[config.mk]
export PLATFORM = sky130hd
export DESIGN_NAME = run_launcher
export DESIGN_NICKNAME = d
export VERILOG_FILES = /design/src/rtl/run_launcher_pkg.sv /design/src/rtl/run_wdog.sv /design/src/rtl/run_launcher.sv
export SDC_FILE = /design/constraint.sdc
export NUM_CORES = 1
export LEC_CHECK = 0
export BUFFER_PORTS_ARGS = -buffer_cell sky130_fd_sc_hd__clkbuf_2
export CELL_PAD_IN_SITES_DETAIL_PLACEMENT = 1
export CELL_PAD_IN_SITES_GLOBAL_PLACEMENT = 1
export CORE_ASPECT_RATIO = 0.8
export CORE_UTILIZATION = 40
export CTS_CLUSTER_SIZE = 14
export DETAILED_ROUTE_END_ITERATION = 6
export PLACE_DENSITY = 0.87
export SYNTH_ARGS = -nofsm -noshare
export SYNTH_HDL_FRONTEND = slang
export SYNTH_SLANG_ARGS = --single-unit
[constraint.sdc]
create_clock -name clock -period 4 [get_ports clock]
set_input_delay 0.8 -clock clock [delete_from_list [all_inputs] [get_ports clock]]
set_output_delay 0.8 -clock clock [all_outputs]
set_load 0.01 [all_outputs]
[src/rtl/run_launcher_pkg.sv]
// Shared types and defaults for the run_launcher kernel sequencer.
package run_launcher_pkg;

  typedef enum logic [2:0] {
    ST_IDLE      = 3'd0,
    ST_REQ       = 3'd1,
    ST_WAIT_ACK  = 3'd2,
    ST_WAIT_DONE = 3'd3,
    ST_GAP       = 3'd4,
    ST_FIN       = 3'd5
  } state_e;

  localparam int unsigned CNT_W_DEF       = 16;
  localparam int unsigned WDOG_CYCLES_DEF = 1024;

endpackage

[src/rtl/run_wdog.sv]
// Clear/enable/expire ce-cycle counter bounding one handshake wait.
module run_wdog
  import run_launcher_pkg::*;
#(
  parameter int unsigned LIMIT = WDOG_CYCLES_DEF
) (
  input  logic clock,
  input  logic reset_n,
  input  logic ce,
  input  logic i_clr,
  input  logic i_en,
  output logic o_expire_c
);

  localparam int unsigned W = $clog2(LIMIT + 1);

  logic [W-1:0] r_cnt;

  always_ff @(posedge clock or negedge reset_n) begin
    if (!reset_n) begin
      r_cnt <= '0;
    end else if (ce) begin
      if (i_clr) begin
        r_cnt <= '0;
      end else if (i_en) begin
        r_cnt <= r_cnt + W'(1);
      end
    end
  end

  // Fires on the LIMIT-th enabled cycle after the last clear.
  assign o_expire_c = i_en && (r_cnt == W'(LIMIT - 1));

endmodule

[src/rtl/run_launcher.sv]
// Launches a kernel i_count times back to back and tallies runs and true results.
// Optional watchdog on the handshake waits: define RUN_LAUNCHER_WDOG_EN.
module run_launcher
  import run_launcher_pkg::*;
#(
  parameter int unsigned CNT_W       = CNT_W_DEF,
  parameter int unsigned WDOG_CYCLES = WDOG_CYCLES_DEF
) (
  input  logic             clock,
  input  logic             reset_n,
  input  logic             ce,
  input  logic             i_start,
  input  logic [CNT_W-1:0] i_count,
  output logic             o_busy,
  output logic             o_done,
  output logic [CNT_W-1:0] o_iter_done,
  output logic [CNT_W-1:0] o_true_cnt,
  output logic             o_timeout,
  output logic             o_kern_req,
  input  logic             i_kern_busy,
  input  logic             i_kern_flag
);

  state_e           r_state;
  state_e           w_state_nxt;
  logic [CNT_W-1:0] r_count;
  logic [CNT_W-1:0] w_count_nxt;
  logic [CNT_W-1:0] r_iter_done;
  logic [CNT_W-1:0] w_iter_nxt;
  logic [CNT_W-1:0] r_true_cnt;
  logic [CNT_W-1:0] w_true_nxt;
  logic [CNT_W-1:0] w_iter_inc;
  logic             r_timeout;
  logic             w_timeout_nxt;
  logic             r_busy;
  logic             r_done;
  logic             r_kern_req;
  logic             w_expire_c;

  assign w_iter_inc = r_iter_done + CNT_W'(1);

  always_ff @(posedge clock or negedge reset_n) begin
    if (!reset_n) begin
      r_state <= ST_IDLE;
    end else if (ce) begin
      r_state <= w_state_nxt;
    end
  end

  always_comb begin
    w_state_nxt   = r_state;
    w_count_nxt   = r_count;
    w_iter_nxt    = r_iter_done;
    w_true_nxt    = r_true_cnt;
    w_timeout_nxt = r_timeout;
    case (r_state)
      ST_IDLE: begin
        if (i_start) begin
          w_count_nxt   = i_count;
          w_iter_nxt    = '0;
          w_true_nxt    = '0;
          w_timeout_nxt = 1'b0;
          w_state_nxt   = (i_count != '0) ? ST_REQ : ST_FIN;
        end
      end
      ST_REQ: w_state_nxt = ST_WAIT_ACK;
      ST_WAIT_ACK: begin
        if (i_kern_busy) begin
          w_state_nxt = ST_WAIT_DONE;
        end else if (w_expire_c) begin
          w_timeout_nxt = 1'b1;
          w_state_nxt   = ST_FIN;
        end
      end
      ST_WAIT_DONE: begin
        if (!i_kern_busy) begin
          w_iter_nxt  = w_iter_inc;
          w_true_nxt  = r_true_cnt + CNT_W'(i_kern_flag);
          w_state_nxt = (w_iter_inc == r_count) ? ST_FIN : ST_GAP;
        end else if (w_expire_c) begin
          w_timeout_nxt = 1'b1;
          w_state_nxt   = ST_FIN;
        end
      end
      ST_GAP:  w_state_nxt = ST_REQ;
      ST_FIN:  w_state_nxt = ST_IDLE;
      default: w_state_nxt = ST_IDLE;
    endcase
  end

  // Outputs are registered from the next state so they line up with r_state.
  always_ff @(posedge clock or negedge reset_n) begin
    if (!reset_n) begin
      r_count     <= '0;
      r_iter_done <= '0;
      r_true_cnt  <= '0;
      r_timeout   <= 1'b0;
      r_busy      <= 1'b0;
      r_done      <= 1'b0;
      r_kern_req  <= 1'b0;
    end else if (ce) begin
      r_count     <= w_count_nxt;
      r_iter_done <= w_iter_nxt;
      r_true_cnt  <= w_true_nxt;
      r_timeout   <= w_timeout_nxt;
      r_busy      <= (w_state_nxt != ST_IDLE);
      r_done      <= (w_state_nxt == ST_FIN);
      r_kern_req  <= (w_state_nxt == ST_REQ);
    end
  end

`ifdef RUN_LAUNCHER_WDOG_EN
  logic w_wait_c;
  logic w_wdog_clr_c;
  assign w_wait_c     = (r_state == ST_WAIT_ACK) || (r_state == ST_WAIT_DONE);
  assign w_wdog_clr_c = (w_state_nxt != r_state);

  run_wdog #(
    .LIMIT (WDOG_CYCLES)
  ) u_wdog (
    .clock      (clock),
    .reset_n    (reset_n),
    .ce         (ce),
    .i_clr      (w_wdog_clr_c),
    .i_en       (w_wait_c),
    .o_expire_c (w_expire_c)
  );
`else
  // Without the watchdog the waits are unbounded and the budget is irrelevant.
  logic w_unused_wdog;
  assign w_unused_wdog = (WDOG_CYCLES == 0);
  assign w_expire_c    = 1'b0;
`endif

  assign o_busy      = r_busy;
  assign o_done      = r_done;
  assign o_iter_done = r_iter_done;
  assign o_true_cnt  = r_true_cnt;
  assign o_timeout   = r_timeout;
  assign o_kern_req  = r_kern_req;

endmodule

==> impl_metrics.env <==
export IMPL_cp_num_buf_inv=0
export IMPL_drt_pass1_iterations=4
export IMPL_crit_path_start_kind="flop"
export IMPL_cts_tree="yes"
export IMPL_endpoint_kind="flop"
export IMPL_drive_above_1_share_pct=25.6
export IMPL_area_delta_synth_final_pct=15.6
export IMPL_synth_flop_cell="dfrtp_1"
export IMPL_cts_sinks=54
export IMPL_hold_viol=0
export IMPL_clk_pin_slew_ns=0.10
export IMPL_leakagePower_nw=1.60
export IMPL_synth_edf_count=0
export IMPL_relSlewSlack_pct=28.6
export IMPL_die_area_um2=7830
export IMPL_multi_input_area_um2=1560
export IMPL_cap_violations=0
export IMPL_ys_seq_area_share_pct=45.2
export IMPL_status="complete, no violations"
export IMPL_worst_path_max_fanout=8
export IMPL_syn_avg_cell_area_um2=9.87
export IMPL_cts_repair_resized=0
export IMPL_gp_congestion=0.813
export IMPL_hold_class="reg2reg"
export IMPL_max_stage_delay_ns=0.55
export IMPL_final_max_slew_viol_count=0
export IMPL_final_setup_tns_ns=0
export IMPL_ys_seq_elements=54
export IMPL_row_count=27
export IMPL_critPathKind="reg2reg"
export IMPL_postPlaceCellArea_um2=3350
export IMPL_cts_root_buf="clkbuf_8"
export IMPL_route_vias_total=2554
export IMPL_synth_largest_area_cell="dfrtp_1"
export IMPL_die_h_um=79.4
export IMPL_ioPinCount=58
export IMPL_grt_ovfl_total=0
export IMPL_fill_cells=834
export IMPL_synth_warnings=0
export IMPL_cp_common_cell="nor4_1"
export IMPL_post_cts_buffers=0
export IMPL_design_area_um2=3460
export IMPL_start_util_pct=42.4
export IMPL_path_delay_family="simple AND/OR/NAND/NOR gates"
export IMPL_period_needed_ns=2.44
export IMPL_ctsHoldBuffers=0
export IMPL_wl_per_cell_um=18.0
export IMPL_grt_pass1_vias=2535
export IMPL_drtAntennaViolNets=0
export IMPL_cts_buffer_depth=2
export IMPL_core_area_um2=7060
export IMPL_cp_arrival_ns=2.68
export IMPL_clk_latency_ns=0.31
export IMPL_tightest_slew_ns=1.07
export IMPL_worst_ep_required_time_ns=4.24
export IMPL_power_density_nw_per_um2=506
export IMPL_grt_usage_pct=21.6
export IMPL_yosysUniqueCellTypes=52
export IMPL_htreeDepth=2
export IMPL_final_util_pct=49.0
export IMPL_syn_cell_area_um2=2990
export IMPL_synth_fp_nets=328
export IMPL_regArea_um2=1350
export IMPL_routed_wl_mm=7.99
export IMPL_timing_fmax_mhz=410
export IMPL_synth_area_top_cells="dfrtp_1 (45%), mux2_2 (5.6%), xor2_1 (5.6%)"
export IMPL_netlist_instances=303
export IMPL_drc_errors=0
export IMPL_grt_max_degree=43
export IMPL_p_total_mw=1.75
export IMPL_finalSetupViolCount=0
export IMPL_antenna_cells=0
export IMPL_fin_crit_sh_pct=61.0
export IMPL_async_flop_share_pct=100
export IMPL_via_per_inst=5.77
export IMPL_rsz0062_at_grt="false"
export IMPL_vdd_ir_drop_max_uv=211
export IMPL_yosysTopAreaCellShare_pct=45.2
export IMPL_final_nets=380
export IMPL_slowest_stage="nor4_1"
export IMPL_instances_no_fill=443
export IMPL_dpl_cell_count=435
export IMPL_numCtsBuffers=5
export IMPL_antenna_found_initial=0
export IMPL_crit_chain="ha_1 -> nand3_1 -> nor4_1 -> xnor2_1 -> nor4_1 -> nand2_1 -> o21ai_1"
export IMPL_portBuffers=56
export IMPL_die_w_um=98.7
export IMPL_grt_pass1_wl_mm=13.2
export IMPL_dp_hpwl_mm=5.97
export IMPL_clock_skew_ns=0.00694
export IMPL_dr_first_iter_drc_count=110
-- synthesized netlist by cell type (4+ instances only) --
master and count:
nor2_1 28, xor2_1 19, nor3_1 6, o21ai_1 7
nor4_1 7, nand3_1 12, inv_1 5, clkbuf_1 7
a21oi_1 6, xnor2_1 18, o31ai_1 8, nand4_1 6
dfrtp_1 54, mux2_2 15, and3_1 6, buf_2 6
nand2_1 26, a22o_1 4, o21ai_0 18
-- metal layers --
layer | routed length, um | share of wire, % | vias to the layer above | global-route usage (%)
met4 | 57 | 0.71 | 0 | 3.73
met2 | 3570 | 45 | 73 | 34.8
met5 | 0 | 0 | - | 0
li1 | - | - | 1183 | -
met3 | 410 | 5.1 | 7 | 3.17
met1 | 3940 | 49 | 1291 | 31.3
-- through the flow --
step | hold WS, ns | setup slack (ns)
6_report | 0.511 | 1.56
4_1_cts | 0.519 | 1.56
3_5_place_dp | 0.493 | 1.44
3_3_place_gp | 0.495 | 1.55
2_1_floorplan | 0.480 | 1.84
5_1_grt | 0.539 | 1.33
-- cells in the final DEF (no fill, tap or decap), types with 4 or more instances in the layout --
cell and n:
clkbuf_2 56, dfrtp_1 54, nor2_1 27, nand2_1 26, xor2_1 19, xnor2_1 18
o21ai_0 18, mux2_2 15, nand3_1 12, o31ai_1 8, o21ai_1 7, nor4_1 7
and3_1 6, a21oi_1 6, nand4_1 6, nor3_1 6, inv_1 5, clkbuf_8 5
a22o_1 4, buf_4 4
-- kinds of logic (layout without fill, tap and decap cells) --
| kind of cell | Yosys count | after routing | synth area share [%] |
|---|---|---|---|
| multiplexers | 17 | 17 | 6.36 |
| buffers and inverters | 20 | 73 | 2.89 |
| XOR/XNOR | 37 | 37 | 10.8 |
| AND/OR/NAND/NOR | 112 | 112 | 20.5 |
| adder cells (fa/ha/maj) | 3 | 3 | 1.25 |
| AO/OA/AOI/OAI | 59 | 59 | 12.9 |
| flip-flops | 54 | 54 | 45.2 |
| other | 1 | 1 | 0.125 |
-- worst register-to-register path, cell delays in order (launching register included) --
cell and delay [ns]:
dfrtp_1 0.49, ha_1 0.33, nand3_1 0.22, nor4_1 0.55, xnor2_1 0.14, nor4_1 0.40
nand2_1 0.11, o21ai_1 0.13
-- flip-flops by register name, summed over array words and instances, names as in the netlist --
| name | cells |
|---|---|
| o_iter_done | 16 |
| o_true_cnt | 16 |
| r_count | 16 |
| r_state | 3 |
| o_busy | 1 |
| o_done | 1 |
| o_kern_req | 1 |
-- where the power goes --
| part | internal (mW) | switching (mW) | leakage, nW |
|---|---|---|---|
| clock | 0.187 | 0.196 | 0.0504 |
| sequential | 0.672 | 0.141 | 0.711 |
| combinational | 0.271 | 0.283 | 0.840 |
| total | 1.13 | 0.620 | 1.60 |
-- final cells by class --
type | count | area share (%)
inverter | 5 | 0.542
sequential | 54 | 39.1
clock inverter | 3 | 1.30
clock buffer | 5 | 1.99
tap | 87 | 3.15
timing repair buffer | 60 | 8.97
multi-input combinational | 229 | 45.0
-- final timing paths --
kind	slack, ns	startpoint	cells past startpoint	end
hold / removal	0.51	o_kern_req	1	o_kern_req
setup reg to reg	1.56	o_iter_done[0]	7	r_state[0]
hold reg to reg	0.51	o_kern_req	1	o_kern_req
max in group asynchronous	2.56	reset_n	2	o_true_cnt[13]
min in group asynchronous	0.66	reset_n	1	r_count[4]
setup / recovery	1.56	o_iter_done[0]	7	r_state[0]
Power figures use the tool's default switching activity.
